**src/rtl/angle_reducer.sv**
```systemverilog
// angle_reducer: reduces an unsigned whole-degree angle modulo FULL_CIRCLE by
// repeated subtraction, then maps it to a quadrant (0..3) and a reference
// angle (0..FULL_CIRCLE/4). The reference angle addresses a downstream
// quarter-wave LUT.
// The result is held until the LUT stage takes it with out_ready.
// Optional build macro: ANGLE_REDUCER_FAST_MOD_EN. When it is defined, the
// reducer subtracts 8*FULL_CIRCLE in one step while the accumulator is large
// enough. This only shortens latency for large inputs. The results are the
// same in both builds.

`ifndef DATA_WIDTH
`define DATA_WIDTH 16
`endif

module angle_reducer #(
    parameter int unsigned FULL_CIRCLE = 360
) (
    input  logic                   clk,
    input  logic                   reset,
    input  logic                   in_valid,
    output logic                   in_ready,
    input  logic [`DATA_WIDTH-1:0] angle_in,
    output logic                   out_valid,
    input  logic                   out_ready,
    output logic [1:0]             quadrant,
    output logic [`DATA_WIDTH-1:0] ref_angle
);

    localparam int unsigned W = `DATA_WIDTH;

    // Quadrant boundaries, all derived from the circle size.
    localparam logic [W-1:0] CIRCLE  = W'(FULL_CIRCLE);
    localparam logic [W-1:0] QUARTER = W'(FULL_CIRCLE / 4);
    localparam logic [W-1:0] HALF    = W'(FULL_CIRCLE / 2);
    localparam logic [W-1:0] THREE_Q = W'((3 * FULL_CIRCLE) / 4);
`ifdef ANGLE_REDUCER_FAST_MOD_EN
    localparam logic [W-1:0] BIG_STEP = W'(8 * FULL_CIRCLE);
`endif

    typedef enum logic [1:0] {
        IDLE   = 2'd0,
        REDUCE = 2'd1,
        MAP    = 2'd2,
        HOLD   = 2'd3
    } state_t;

    state_t         state_q, state_d;
    logic [W-1:0]   acc_q, acc_d;
    logic [1:0]     quadrant_q, quadrant_d;
    logic [W-1:0]   ref_q, ref_d;

    // State register; reset discards any in-flight angle.
    always_ff @(posedge clk or posedge reset) begin
        if (reset) begin
            state_q <= IDLE;
        end else begin
            state_q <= state_d;
        end
    end

    // Next-state logic: accept, reduce until below one circle, map, hold for handshake.
    always_comb begin
        state_d = state_q;
        case (state_q)
            IDLE:    if (in_valid) state_d = REDUCE;
            // Any subtraction step leaves us in REDUCE. A fast step can only
            // happen when acc_q >= CIRCLE, so this test covers both builds.
            REDUCE:  if (acc_q < CIRCLE) state_d = MAP;
            MAP:     state_d = HOLD;
            HOLD:    if (out_ready) state_d = IDLE;
            default: state_d = IDLE;
        endcase
    end

    // Output decode: handshake flags depend on the current state only.
    always_comb begin
        in_ready  = (state_q == IDLE);
        out_valid = (state_q == HOLD);
    end

    // Datapath next-state: latch the angle, do one subtraction per cycle, then map to a quadrant.
    always_comb begin
        acc_d      = acc_q;
        quadrant_d = quadrant_q;
        ref_d      = ref_q;
        case (state_q)
            IDLE: begin
                if (in_valid) acc_d = angle_in;
            end
            REDUCE: begin
                // Subtract only when acc_q >= subtrahend, so acc never wraps.
`ifdef ANGLE_REDUCER_FAST_MOD_EN
                if (acc_q >= BIG_STEP) begin
                    acc_d = acc_q - BIG_STEP;
                end else if (acc_q >= CIRCLE) begin
                    acc_d = acc_q - CIRCLE;
                end
`else
                if (acc_q >= CIRCLE) begin
                    acc_d = acc_q - CIRCLE;
                end
`endif
            end
            MAP: begin
                // Each boundary angle belongs to the lower quadrant, so ref never exceeds QUARTER.
                if (acc_q <= QUARTER) begin
                    quadrant_d = 2'd0;
                    ref_d      = acc_q;
                end else if (acc_q <= HALF) begin
                    quadrant_d = 2'd1;
                    ref_d      = HALF - acc_q;
                end else if (acc_q <= THREE_Q) begin
                    quadrant_d = 2'd2;
                    ref_d      = acc_q - HALF;
                end else begin
                    quadrant_d = 2'd3;
                    ref_d      = CIRCLE - acc_q;
                end
            end
            default: ;
        endcase
    end

    // Datapath registers; results stay put through HOLD because only MAP updates them.
    always_ff @(posedge clk or posedge reset) begin
        if (reset) begin
            acc_q      <= '0;
            quadrant_q <= 2'd0;
            ref_q      <= '0;
        end else begin
            acc_q      <= acc_d;
            quadrant_q <= quadrant_d;
            ref_q      <= ref_d;
        end
    end

    assign quadrant  = quadrant_q;
    assign ref_angle = ref_q;

endmodule

```
**config.mk**
```make
export PLATFORM = sky130hd
export DESIGN_NAME = angle_reducer
export DESIGN_NICKNAME = d
export VERILOG_FILES = /design/src/rtl/angle_reducer.sv
export SDC_FILE = /design/constraint.sdc
export NUM_CORES = 1
export LEC_CHECK = 0
export ABC_AREA = 0
export CAP_MARGIN = 25
export CORE_ASPECT_RATIO = 0.5
export CORE_UTILIZATION = 43
export DETAILED_ROUTE_END_ITERATION = 6
export HOLD_SLACK_MARGIN = 0.08
export PLACE_DENSITY = 0.73
export SLEW_MARGIN = 20
export SYNTH_ARGS = -nofsm -noshare
export SYNTH_HDL_FRONTEND = slang
export SYNTH_SLANG_ARGS = --single-unit
```
**constraint.sdc**
```tcl
create_clock -name clk -period 6.1 [get_ports clk]
set_clock_uncertainty 0.05 [all_clocks]
set_input_delay 0.61 -clock clk [delete_from_list [all_inputs] [get_ports clk]]
set_output_delay 0.61 -clock clk [all_outputs]
set_load 0.02 [all_outputs]
```
==> run_results.csv, run 1 <==
group,metric,value,unit
outcome,outcome,"completed",
sta,rsz0062_at_grt,"no",
clock_network,h-tree-depth,2,
global_routing,track_usage,23.5,%
logic_synthesis,synthCells,341,
logic_synthesis,post-synth-top-count-cell,"dfrtp_1",
drt,final_antenna_net_count,0,
setup_path,crit_end,"ref_angle[7]",
floorplan,io_pins,40,
sta,tightest_slew,0.821,ns
power_and_ir_drop,power.total,0.00190,W
setup_path,path_class,"register to register",
drt,dr_total_vias,2728,
logic_synthesis,yosysUniqueCellTypes,67,
setup_path,cp_max_fo,17,
setup_path,reg2reg_slack,2.87,ns
clock_network,path_clk_slew,0.06,ns
clock_network,cts.sinks,36,
power_and_ir_drop,p_sw_share,48.5,%
power_and_ir_drop,p_per_area,561,nW/um^2
logic_synthesis,synth_area_leaders,"dfrtp_1 (31%), ha_1 (7.9%), a21oi_1 (5.1%)",
sta,setup_viol,0,
clock_network,cts_root_buffer,"clkbuf_16",
floorplan,start_util,45.8,%
floorplan,rows,20,
clock_network,cts_made_buffers,5,
setup_path,cpMaxStageDelayCell,"dfrtp_1",
floorplan,die_h,59.7,um
logic_synthesis,synth_commonest_cells,"dfrtp_1 (36), a21oi_1 (29), nand2_1 (27)",
global_routing,grt_pass1_wl,12800,um
logic_synthesis,synth_edf_count,0,
sta,fmax,0.310,GHz
drt,dr.pass1.iters,5,
setup_path,r2r_cells,8,
drt,wirelength,7850,um
setup_path,crit_required,6.27,ns
logic_synthesis,syn_area_per_cell,8.40,um^2
floorplan,dieArea,7010,um^2
setup_path,rr_endpoint,"ref_angle[7]",
drt,drtIter0Drc,223,
min_path,holdCritPathClass,"register to register",
sta,slew_headroom,45.3,%
power_and_ir_drop,p_leak,1.35,nW
power_and_ir_drop,vdd_ir_drop_max,0.238,mV
sta,finalCriticalPeriod,3.23,ns
floorplan,fp.coreArea,6260,um^2
global_routing,overflow,0,
logic_synthesis,syn_nets,379,
setup_path,r2r-start,"acc_q[4]",
sta,finalMaxSlewViolations,0,
clock_network,postCtsSetupBuffers,0,
power_and_ir_drop,internal-power,0.000977,W
clock_network,cts.path.max_buffers,2,
setup_path,end_kind,"register",
sta,fin_crit_sh,52.9,%
floorplan,die_w,117,um
power_and_ir_drop,power.net_switching,0.000920,W
final_layout,nets,401,
power_and_ir_drop,power_frac_seq,29.5,%
drt,vias_per_cell,6.04,
flow_run,drv_cap,0,
placement,port_buffers,39,
clock_network,worstSkewPairLatency,0.30,ns
clock_network,cts_tree,"yes",
placement,dp_hpwl,5640,um
final_layout,diodes,0,
drt,routedWlPerCell,17.4,um
logic_synthesis,synth_ff_type,"dfrtp_1",
setup_path,start_kind,"register",
logic_synthesis,ys_ff_latch,36,
logic_synthesis,yosysTopAreaCell,"dfrtp_1",
final_layout,area_growth,18.1,%
placement,place.gp.congestion,0.898,
power_and_ir_drop,p_clk_share,14.3,%
global_routing,grt_max_degree,37,
final_layout,layout-drive-gt1-share,7.97,%
global_routing,grt_antenna_before_repair,0,
global_routing,grt_pass1_vias,2471,
logic_synthesis,syn-cell-area,2860,um^2
setup_path,worstPathCellList,"inv_1 > ha_1 > and4b_2 > o31ai_1 > or2_0 > a22oi_1 > a2111oi_0 > nand3b_1",
final_layout,fillers,589,
logic_synthesis,ys_seq_area_share,31.5,%
setup_path,critical-path-max-stage-delay,0.67,ns
sta,hold_viol,0,
logic_synthesis,yosys_warnings,0,
drt,drc,0,
logic_synthesis,synthArstFlopShare,100,%
clock_network,ctsHoldBuffers,0,
setup_path,timing.critical_path.arrival,3.40,ns
clock_network,post_cts_resized,0,
logic_synthesis,yosysTopAreaCellShare,31.5,%
sta,final.setup.tns,0,ns
setup_path,crit_start,"acc_q[4]",
power_and_ir_drop,p_comb_share,56.2,%
metal layers:
metal  up-vias  track usage [%]  part of all wire (%)
li1       1317                -                     -
met1      1304             33.3                    49
met2        99             36.5                    43
met3         8             4.58                   6.7
met4         0             7.24                   1.1
met5         -                0                     0
kinds of logic after synthesis:
kind of cell | after synthesis | synth area share (%)
compound gates | 120 | 28.1
simple gates | 112 | 20.4
buf+inv | 42 | 7.52
flops | 36 | 31.5
fa+ha+maj | 18 | 7.87
mux | 10 | 3.71
xor+xnor | 3 | 0.918
through the flow:
step,instances,area [um^2],hold WS [ns],worst slack (ns),utilization [%]
3_5_place_dp,444,3230,0.432,2.98,51.7
6_report,452,3380,0.443,2.87,54.1
5_1_grt,452,3380,0.463,2.64,54.1
2_1_floorplan,341,2860,0.502,3.28,-
4_1_cts,452,3380,0.442,2.95,54.1
3_3_place_gp,444,3230,0.435,3.03,51.6
cell usage in the layout (no fill, tap or decap), drive strengths merged, types with 3 or more instances in the layout:
cell type and instances:
o311ai 3, a21oi 30, dfrtp 36, ha 18
clkdlybuf4s50 39, mux2 5, o21ai 24, nand3 6
nor4 9, o22ai 3, o21a 7, nand2 27
or3 5, nand4 4, o211ai 5, a211oi 6
a21o 3, and3 5, mux2i 5, or4 3
nor2 26, a31oi 7, clkbuf 6, o22a 4
a22oi 3, a2bb2oi 3, buf 3, inv 15
nand3b 4, and2 4, nor3 8, a211o 3
o31ai 4
critical path, delay by kind of cell (launching register included):
kind,cells,cell delay (ns)
adder cells (fa/ha/maj),1,0.23
buffers and inverters,1,0.19
AO/OA/AOI/OAI,3,1.16
AND/OR/NAND/NOR,3,0.84
flip-flops,1,0.67
power by group through the flow:
| stage | Clock (W) | Sequential [W] | Combinational [W] |
|---|---|---|---|
| after floorplan | 0 | 0.000494 | 0.000825 |
| after global placement | 0 | 0.000555 | 0.00104 |
| after detailed placement | 0 | 0.000560 | 0.00106 |
| after CTS | 0.000274 | 0.000556 | 0.00106 |
| after global routing | 0.000285 | 0.000579 | 0.00118 |
| final | 0.000271 | 0.000559 | 0.00107 |
state kept, by name, indices dropped and copies added (netlist names):
name       flops
quadrant       2
state_q        2
acc_q         16
ref_angle     16
worst min path at each step:
stage | start | to | slack, ns | cells past startpoint
after floorplan | acc_q[15] | acc_q[15] | 0.50 | 1
after global placement | ref_angle[12] | ref_angle[12] | 0.43 | 1
after detailed placement | ref_angle[12] | ref_angle[12] | 0.43 | 1
after CTS | ref_angle[12] | ref_angle[12] | 0.44 | 1
after global routing | ref_angle[12] | ref_angle[12] | 0.46 | 1
final | ref_angle[12] | ref_angle[12] | 0.44 | 1
cell type report:
| class | instances | area, um^2 | area share, % |
|---|---|---|---|
| Clock buffer | 6 | 139 | 4.11 |
| Inverter | 15 | 56.3 | 1.66 |
| Multi-Input combinational cell | 263 | 1750 | 51.8 |
| Sequential cell | 36 | 901 | 26.6 |
| Clock inverter | 2 | 10.0 | 0.296 |
| Timing Repair Buffer | 42 | 413 | 12.2 |
| Tap cell | 88 | 110 | 3.26 |
No activity file was read; power rests on OpenSTA's default activity.
==> inputs of run 2 (changes only) <==
==> constraint.sdc (replaced) <==
create_clock -name clk -period 3.1 [get_ports clk]
set_clock_uncertainty 0.05 [all_clocks]
set_input_delay 0.31 -clock clk [delete_from_list [all_inputs] [get_ports clk]]
set_output_delay 0.31 -clock clk [all_outputs]
set_load 0.02 [all_outputs]
==> run 2 against run 1 <==
Worst setup slack lost 2.7 ns. Maximum frequency up 12%. Largest cell class unchanged. Final cell count is 2.4% higher. Global-route usage rose by 1.2 points. Critical endpoint is now ref_angle[4]. Clock-buffer cell count unchanged. First-iteration DRC count is 4.5% lower. Wire length up 2.9%. Critical path type unchanged. Register-to-register slack lost 2.7 ns. Non-clock buffer count is 11 higher. Highest routed layer unchanged.
==> run_results.csv, run 2 (same netlist as run 1, synthesis figures left out) <==
group,metric,value,unit
clock_network,cts.sinks,36,
sta,fin_crit_sh,92.8,%
floorplan,start_util,45.8,%
outcome,outcome,"completed",
power_and_ir_drop,vdd_ir_drop_max,0.441,mV
setup_path,cp_top_family,"simple AND/OR/NAND/NOR gates",
power_and_ir_drop,power.total,0.00390,W
final_layout,final_cells,463,
drt,final_antenna_net_count,0,
setup_path,cpMaxStageDelayCell,"or4_4",
sta,tightest_slew,0.756,ns
final_layout,final_cell_mix,"clkdlybuf4s50_1 (39), dfrtp_1 (36), a21oi_1 (29)",
setup_path,end_kind,"register",
final_layout,regArea,901,um^2
global_routing,overflow,0,
floorplan,io_pins,40,
setup_path,crit_required,3.26,ns
sta,slew_headroom,49.2,%
sta,fmax,0.348,GHz
placement,dp.cells,455,
setup_path,path_class,"register to register",
final_layout,layout-drive-gt1-share,10.1,%
clock_network,postCtsSetupBuffers,0,
placement,dp_hpwl,5810,um
drt,dr_total_vias,2803,
floorplan,die_h,59.7,um
setup_path,critical-path-max-stage-delay,0.57,ns
global_routing,grt_antenna_before_repair,0,
clock_network,worstSkewPairLatency,0.29,ns
setup_path,start_kind,"register",
setup_path,crit_buf_inv,0,
flow_run,drv_cap,0,
drt,dr.pass1.iters,4,
clock_network,cts_root_buffer,"clkbuf_16",
sta,setup_viol,0,
clock_network,path_clk_slew,0.06,ns
placement,port_buffers,39,
placement,placed_area,3310,um^2
floorplan,fp.coreArea,6260,um^2
drt,drc,0,
final_layout,fin_area,3470,um^2
setup_path,worstPathCellList,"or4_4 > or4_1 > or2_0 > a221o_1 > or3_1 > a31oi_1",
sta,hold_viol,0,
final_layout,nets,412,
drt,wirelength,8080,um
global_routing,track_usage,24.7,%
final_layout,area_growth,21.3,%
placement,preCtsSetupSlack,0.251,ns
floorplan,rows,20,
sta,timing.final.ws_setup,0.223,ns
setup_path,timing.critical_path.arrival,3.04,ns
final_layout,fillers,578,
final_layout,diodes,0,
final_layout,multiInputGateArea,1750,um^2
clock_network,cts_tree,"yes",
clock_network,cts_made_buffers,5,
min_path,holdCritPathClass,"primary input to async pin",
drt,vias_per_cell,6.05,
power_and_ir_drop,p_leak,1.41,nW
global_routing,grt_max_degree,37,
power_and_ir_drop,p_per_area,1120,nW/um^2
clock_network,h-tree-depth,2,
floorplan,die_w,117,um
floorplan,dieArea,7010,um^2
drt,routedWlPerCell,17.4,um
final_layout,layout_commonest_cell,"clkdlybuf4s50_1",
global_routing,grt_pass1_vias,2563,
sta,finalCriticalPeriod,2.88,ns
placement,place.gp.congestion,0.893,
global_routing,grt_pass1_wl,13400,um
drt,drtIter0Drc,213,
sta,finalMaxSlewViolations,0,
sta,final.setup.tns,0,ns
sta,rsz0062_at_grt,"no",
setup_path,cp_max_fo,8,
clock_network,cts.path.max_buffers,2,
==> run 2: cell types whose count changed in the layout (fill, tap and decap cells not counted), sizes merged <==
cell    change
buf        +11
bufinv      +1
clkinv      -1
==> run 2: report_power, final <==
part           switching (W)  total [W]  leakage (nW)  internal [W]
registers           0.000287   0.000987         0.414      0.000701
clock network       0.000205   0.000583        0.0808      0.000378
logic                0.00136    0.00233         0.913      0.000970
==> run 2: timing repair <==
item,4_1_cts,5_1_grt
hold buffers,0,0
endpoints found under the setup margin,0,1
resized for setup,0,1
==> run 2: metrics by stage <==
step / hold slack [ns] / util [%]
2_1_floorplan: 0.410 / -
6_report: 0.392 / 55.5
5_1_grt: 0.452 / 55.5
3_5_place_dp: 0.448 / 52.9
3_3_place_gp: 0.435 / 52.9
4_1_cts: 0.409 / 55.5
==> run 2: worst register-to-register path, delay by kind of cell, from the launching register on <==
| kind | cells | cell delay, ns |
|---|---|---|
| flops | 1 | 0.46 |
| compound gates | 2 | 0.53 |
| simple gates | 4 | 1.75 |
==> run 2: path summary, 6_finish.rpt <==
path,startpoint,end,slack (ns),cells past startpoint
min in group clk,quadrant[0],quadrant[0],0.45,1
max reg2reg,acc_q[10],ref_angle[4],0.22,6
min reg2reg,quadrant[0],quadrant[0],0.45,1
max in group asynchronous,reset,acc_q[14],2.27,3
min,reset,ref_angle[2],0.39,3
max,acc_q[10],ref_angle[4],0.22,6
==> run 2: per-layer routing <==
| metal | share of wire [%] | vias to the layer above | global-route usage (%) | wire (um) |
|---|---|---|---|---|
| li1 | - | 1337 | - | - |
| met1 | 49 | 1340 | 34.7 | 3990 |
| met2 | 43 | 116 | 39.2 | 3500 |
| met3 | 6.0 | 10 | 4.10 | 484 |
| met4 | 1.2 | 0 | 8.72 | 99 |
| met5 | 0 | - | 0 | 0 |
==> run 2: final cells by class <==
| cell class | count | share of cell area [%] |
|---|---|---|
| clock buffers | 6 | 3.71 |
| multi-input cells | 263 | 50.3 |
| flip-flops and latches | 36 | 25.9 |
| clock inverters | 2 | 1.01 |
| well taps | 88 | 3.17 |
| repair buffers | 53 | 14.3 |
| inverters | 15 | 1.62 |
==> inputs of run 3 (changes only) <==
--- a/config.mk
+++ b/config.mk
@@ -10,7 +10,6 @@
 export CORE_ASPECT_RATIO = 0.5
 export CORE_UTILIZATION = 43
 export DETAILED_ROUTE_END_ITERATION = 6
-export HOLD_SLACK_MARGIN = 0.08
 export PLACE_DENSITY = 0.73
 export SLEW_MARGIN = 20
 export SYNTH_ARGS = -nofsm -noshare
==> results of run 3 <==
Same layout as run 2: the final DEF is identical, and so are final timing and power.
